==> src/rtl/rcpa_pkg.sv <==
// Shared definitions for the ripple-carry approximate adder: variant codes and
// 1-bit cell functions. Optional feature macro used elsewhere: RCPA_ERR_FLAG_EN.
package rcpa_pkg;

  localparam int unsigned RCPA_V1 = 1;
  localparam int unsigned RCPA_V2 = 2;
  localparam int unsigned RCPA_V3 = 3;

  function automatic logic maj3(input logic a, input logic b, input logic c);
    return (a & b) | (a & c) | (b & c);
  endfunction

  // Returns {cout, s}
  function automatic logic [1:0] fa_exact(input logic a, input logic b, input logic cin);
    return {maj3(a, b, cin), a ^ b ^ cin};
  endfunction

  // Returns {cout, s}; V3 bypasses the propagate logic entirely (cout=a, s=b)
  function automatic logic [1:0] fa_approx(input int unsigned variant,
                                           input logic a, input logic b, input logic cin);
    logic m;
    m = maj3(a, b, cin);
    case (variant)
      RCPA_V1: return {m, ~m};
      RCPA_V2: return {m, (a ^ b) | cin};
      default: return {a, b};
    endcase
  endfunction

endpackage

==> src/rtl/n_bit_rcpa_fa_cell.sv <==
// One bit position of the adder: exact full adder, or the selected approximate cell.
module rcpa_fa_cell
  import rcpa_pkg::*;
#(
  parameter bit          APPROX  = 1'b0,
  parameter int unsigned VARIANT = RCPA_V1
) (
  input  logic a,
  input  logic b,
  input  logic cin,
  output logic s,
  output logic cout
);

  logic [1:0] w_res;

  assign w_res     = APPROX ? fa_approx(VARIANT, a, b, cin) : fa_exact(a, b, cin);
  assign {cout, s} = w_res;

endmodule

==> src/rtl/n_bit_rcpa.sv <==
// N-bit ripple-carry approximate adder with registered sum/fn/out_valid.
// Define RCPA_ERR_FLAG_EN to add the registered err port (mismatch vs exact sum).
module n_bit_rcpa
  import rcpa_pkg::*;
#(
  parameter int unsigned N       = 8,
  parameter int unsigned K       = 4,
  parameter int unsigned VARIANT = RCPA_V1
) (
  input  logic         clk,
  input  logic         rst,
  input  logic         in_valid,
  input  logic [N-1:0] A,
  input  logic [N-1:0] B,
  output logic         out_valid,
  output logic [N-1:0] sum,
`ifdef RCPA_ERR_FLAG_EN
  output logic         err,
`endif
  output logic         fn
);

  if (VARIANT < RCPA_V1 || VARIANT > RCPA_V3) begin : g_bad_variant
    $error("n_bit_rcpa: VARIANT must be 1, 2 or 3");
  end
  if (N < 1 || K > N) begin : g_bad_width
    $error("n_bit_rcpa: require N >= 1 and K <= N");
  end

  logic [N:0]   w_c;
  logic [N-1:0] w_sum;
  logic         r_valid;
  logic [N-1:0] r_sum;
  logic         r_fn;

  assign w_c[0] = 1'b0;

  for (genvar i = 0; i < N; i++) begin : g_chain
    rcpa_fa_cell #(
      .APPROX  (i < K),
      .VARIANT (VARIANT)
    ) u_cell (
      .a    (A[i]),
      .b    (B[i]),
      .cin  (w_c[i]),
      .s    (w_sum[i]),
      .cout (w_c[i+1])
    );
  end

  always_ff @(posedge clk) begin
    if (rst) begin
      r_valid <= 1'b0;
      r_sum   <= '0;
      r_fn    <= 1'b0;
    end else begin
      r_valid <= in_valid;
      if (in_valid) begin
        r_sum <= w_sum;
        r_fn  <= w_c[N];
      end
    end
  end

  assign out_valid = r_valid;
  assign sum       = r_sum;
  assign fn        = r_fn;

`ifdef RCPA_ERR_FLAG_EN
  logic [N:0] w_exact;
  logic       r_err;

  assign w_exact = {1'b0, A} + {1'b0, B};

  always_ff @(posedge clk) begin
    if (rst) begin
      r_err <= 1'b0;
    end else if (in_valid) begin
      r_err <= ({w_c[N], w_sum} != w_exact);
    end
  end

  assign err = r_err;
`endif

endmodule

==> config.mk <==
export PLATFORM = sky130hd
export DESIGN_NAME = n_bit_rcpa
export DESIGN_NICKNAME = d
export VERILOG_FILES = /design/src/rtl/rcpa_pkg.sv /design/src/rtl/n_bit_rcpa_fa_cell.sv /design/src/rtl/n_bit_rcpa.sv
export SDC_FILE = /design/constraint.sdc
export NUM_CORES = 1
export LEC_CHECK = 0
export ABC_AREA = 1
export CAP_MARGIN = 40
export CORE_MARGIN = 1
export CORE_UTILIZATION = 32
export CTS_CLUSTER_DIAMETER = 200
export DETAILED_ROUTE_END_ITERATION = 10
export SYNTH_ARGS = -nofsm -noshare
export SYNTH_HDL_FRONTEND = slang
export SYNTH_HIERARCHICAL = 1
export SYNTH_SLANG_ARGS = --single-unit
==> constraint.sdc <==
create_clock -name clk -period 4.5 [get_ports clk]
set_input_delay 1.35 -clock clk [delete_from_list [all_inputs] [get_ports clk]]
set_output_delay 1.35 -clock clk [all_outputs]
set_load 0.01 [all_outputs]
# Yosys cells after proc, flatten, opt, wreduce, memory -nomap -nowiden

Cells that the tools add are included.

Bitwise logic cells: 48

Operator list:

| operator          | number |
|---|---|
| AND 1 bit         | 22 |
| OR 1 bit          | 14 |
| bitwise XOR 1 bit | 8 |
| NOT 1 bit         | 4 |

Register bits: 10
Input bits: 19
Output and inout bits: 10
Logic and storage cells: 51

# Logic depth before layout (Yosys ltp)

Depth in word-level cells: 22
Mapped depth: 16
Depth with buffers taken out: 16

# Hierarchy

The synthesis kept the hierarchy.

Modules (own cells, without submodules):

| module                                | times used | cells each | area an instance (um2) |
|---|---|---|---|
| n_bit_rcpa                            | 1          | 61         | 415.4 |
| rcpa_fa_cell at g_chain[0].u_cell ... | 4          | 10         | 38.8 |
| rcpa_fa_cell at g_chain[4].u_cell ... | 4          | 1          | 20.0 |

# Worst setup path after synthesis

No wires, ideal clock.

Kind: input-to-reg
From: input A[0]
To: register r_sum[7], in the netlist sum[7]
Data arrival time: 3.820 ns
Path slack: 0.616 ns
Stages: 16
Path through: nand2_1 nand3_1 nand2_1 nand3_1 nand2_1 nand3_1 nand2_1 nand3_1 fa_1 fa_1 fa_1 fa_1 inv_1 nand2_1 nand2_1 nor2_1

Longest elaborated chain between the ends: 20
Elaborated cells on any way between the ends: 26

Ends and longest elaborated chain:

| item                  | RTL line         | text |
|---|---|---|
| start, declared       | n_bit_rcpa.sv:13 | `input logic [N-1:0] A,` |
| AND 1 bit (*)         | -                |  |
| named net w_c[1]      | n_bit_rcpa.sv:30 | `logic [N:0] w_c;` |
| AND 1 bit             | rcpa_pkg.sv:10   | `return (a & b) \| (a & c) \| (b & c);` |
| OR 1 bit              | rcpa_pkg.sv:10   |  |
| OR 1 bit (*)          | rcpa_pkg.sv:10   |  |
| named net w_c[2]      | n_bit_rcpa.sv:30 |  |
| AND 1 bit             | rcpa_pkg.sv:10   |  |
| OR 1 bit              | rcpa_pkg.sv:10   |  |
| [... 1 more ...]      | -                |  |
| named net w_c[3]      | n_bit_rcpa.sv:30 |  |
| [... 3 more ...]      | -                |  |
| named net w_c[4]      | n_bit_rcpa.sv:30 |  |
| [... 3 more ...]      | -                |  |
| named net w_c[5]      | n_bit_rcpa.sv:30 |  |
| [... 2 more ...]      | -                |  |
| OR 1 bit (*)          | rcpa_pkg.sv:10   |  |
| named net w_c[6]      | n_bit_rcpa.sv:30 |  |
| AND 1 bit             | -                |  |
| OR 1 bit              | -                |  |
| OR 1 bit (*)          | -                |  |
| named net w_c[7]      | n_bit_rcpa.sv:30 |  |
| bitwise XOR 1 bit (*) | rcpa_pkg.sv:15   | `return {maj3(a, b, cin), a ^ b ^ cin};` |
| named net w_sum[7]    | n_bit_rcpa.sv:31 | `logic [N-1:0] w_sum;` |
| end signal, assigned  | n_bit_rcpa.sv:59 | `r_sum <= w_sum;` |
| end, declared         | n_bit_rcpa.sv:33 | `logic [N-1:0] r_sum;` |

Mark *: on every way through the listed nets, which the timed path passes. The rest lies on a longest branch.
A chain may end at the register's enable or synchronous reset.

# Final worst setup path

Ends and elaborated chain as after synthesis.

==> run metrics <==
Synth top cells by count=42 x nand2_1, 22 x inv_1, 19 x nor2_1; Reg clk slew, reported paths=~0.070 ns; GP Congestion=about 0.7; top post-synthesis cells by area=dfxtp_1 31%, nand2_1 24%, inv_1 13%, fa_1 12%, nor2_1 11%; area share of the largest cell type after synthesis=0.3077; Die Y=approximately 47 um; Post-DP Area=945.9 um^2; Worst Reg-to-Reg Cells=2; Fin Setup TNS=0 ns; slowest CP cell=fa_1; final core occ=0.5409; FF-to-FF setup slack=~3.9 ns; # nets final=approximately 160; #FFs+latches synth=10; Post-Synthesis Cells=around 110; fin crit share=0.9441; LEAKAGE=roughly 0.53 nW; WL/cell=between 7 and 8 um; number of fill cells in the layout=roughly 200; Final Max Slew Viols=0; top-level I/O count=29; worst skew pair latency=0.26 ns; Total GRT Usage=0.1380; Most common cell on crit path=nand2_1; CP startpoint kind=primary input; layout cell share with drive strength beyond 1=0.04348; placed cell count=159; Hold Path Class=reg2reg; Starting Density=0.3574; initial antenna violation count=0; hold-critical path depth=2; beginning of the worst hold path=sum[7]; core area=between 1500 and 2000 um^2; Syn Area/Cell=just over 6 um^2; number of flops mapped to enable cells by yosys=0; CP endpoint kind=flip-flop; CTS max path bufs=2; RSZ-0062 raised after global routing=false; Hold Vio Cnt, Final=0; DR vias=roughly 640; pin count of the biggest net entering global routing=20; clock root buffer=clkbuf_4; WHS Endpoint=sum[7]; Final Critical Period=approximately 4.2 ns; most numerous cell in the Yosys netlist=nand2_1; clock buffer count from CTS=3; aggregate routed wire length=1.269 mm; synthesis-to-layout area growth=51.35%; IR drop worst, VDD=0.2105 mV; dpl hpwl=around 1 mm; worst path arrival time=4.45 ns; # setup viols final=0; Synth Flop Type=dfxtp_1; critical path buffer and inverter count=2; Site Rows=15; Mapped Area=about 650 um^2; combined area of the multi-input logic cells=roughly 340 um^2; Finished Layout Cells=around 160; Via-to-Cell Ratio=3.896; Syn. warnings=6; critical path type=in2reg; H-tree Lvls=1; Synth cell types=10; crit-path cells=clkdlybuf4s50_1, nand2_1, nand3_1, nand2_1, nand3_1, nand2_1, nand3_1, nand2_1, nand3_1, fa_2, fa_1, fa_1, fa_1, inv_1, nand2_1, nand2_1, nor2_1; worst rel slew slack=0.5756; First-pass DRT Iterations=3; R2R Path End=sum[5]; die width=approximately 47 um; DR iter-0 viols=4; final antenna-violating net count=0; register area=200.2 um^2; GRT overflow=0; f_max=around 240 MHz; area leader, netlist=dfxtp_1; clk sinks=10; post-layout instance area=a little under 1000 um^2; RR Startpoint=sum[5]; buffers added on ports=28; pwr/cell area=approximately 260 nW/um^2; status=finished, final reports clean; MaxCap Viol Count=0; Largest delay share family, worst path=adder cells; first-pass GRT wire length=approximately 2.1 mm; total chip power=between 0.2 and 0.3 mW; CP startpoint=A[0]; data required time of the worst path=roughly 4.7 ns; DRC violations left=0; crit-path max FO=3; Diodes inserted=0; CTS tree=done; CP Depth=17; clk_skew=0 ns; slowest stage delay, CP=approximately 0.50 ns; number of global-route vias before repair=about 540; die area=between 2000 and 2500 um^2; post-synthesis sequential area ratio=0.3077; Async SR Flop Fraction=0; Worst-Margin Slew=0.6346 ns
## through the flow
step	worst slack [ns]	hold slack (ns)
after global routing	0.04169	0.5035
after CTS	0.1887	0.4739
after global placement	0.002507	0.4564
final	0.2517	0.4705
after floorplan	0.6162	0.4924
after detailed placement	-0.08710	0.4643
## registers in the layout (all words and copies together), names as in the netlist
| signal | cells |
|---|---|
| fn | 1 |
| sum | 8 |
| out_valid | 1 |
## report_power, final
| part | total, mW | leakage [nW] | switching (mW) | internal (mW) |
|---|---|---|---|---|
| sequential | 0.0998 | 0.0832 | 0.00364 | 0.0962 |
| combinational | 0.0794 | 0.426 | 0.0362 | 0.0433 |
| clock | 0.0808 | 0.0210 | 0.0317 | 0.0491 |
| total | 0.260 | 0.531 | 0.0715 | 0.189 |
## tightest hold or removal path: stages (launching register included)
cell	delay, ns
dfxtp_1	0.31
nor2_1	0.08
nor2_1	0.05
## cell families after synthesis
kind of cell  share of synthesized area
simple gates                     0.3827
flops                            0.3077
other cells                    0.005764
fa+ha+maj                        0.1231
buf+inv                          0.1808
## cell type report
class                           count  share of cell area
Inverter                           23             0.08767
Tap cell                           25             0.03177
Sequential cell                    10              0.2033
Clock buffer                        4             0.03685
Timing Repair Buffer               29              0.2922
Multi-Input combinational cell     72              0.3482
## worst max-delay path by stage
stage | endpoint | slack, ns
finish | sum[7] | 0.25
global route | sum[7] | 0.04
CTS | sum[7] | 0.19
detailed placement | sum[7] | -0.09
global placement | sum[7] | 0.003
floorplan | sum[7] | 0.62
## layer usage
metal / routed length (um) / track usage
met1: 591 / 0.1643
met2: 610 / 0.2139
met3: 57 / 0.06923
met4: 10 / 0.05143
met5: 0 / 0
## timing repair
item                                    in CTS  in global routing
hold buffers                                 0                  0
setup buffers                                0                  0
gates resized for setup                      0                  1
endpoints found under the setup margin       0                  1
## placed cells by master, fill, tap and decap left out, drive strengths merged
master / count
nand2: 42
clkdlybuf4s50: 28
inv: 22
nor2: 19
dfxtp: 10
nand3: 4
clkbuf: 4
fa: 4
conb: 3
clkinv: 1
buf: 1
(Power assumes the default switching activity.)
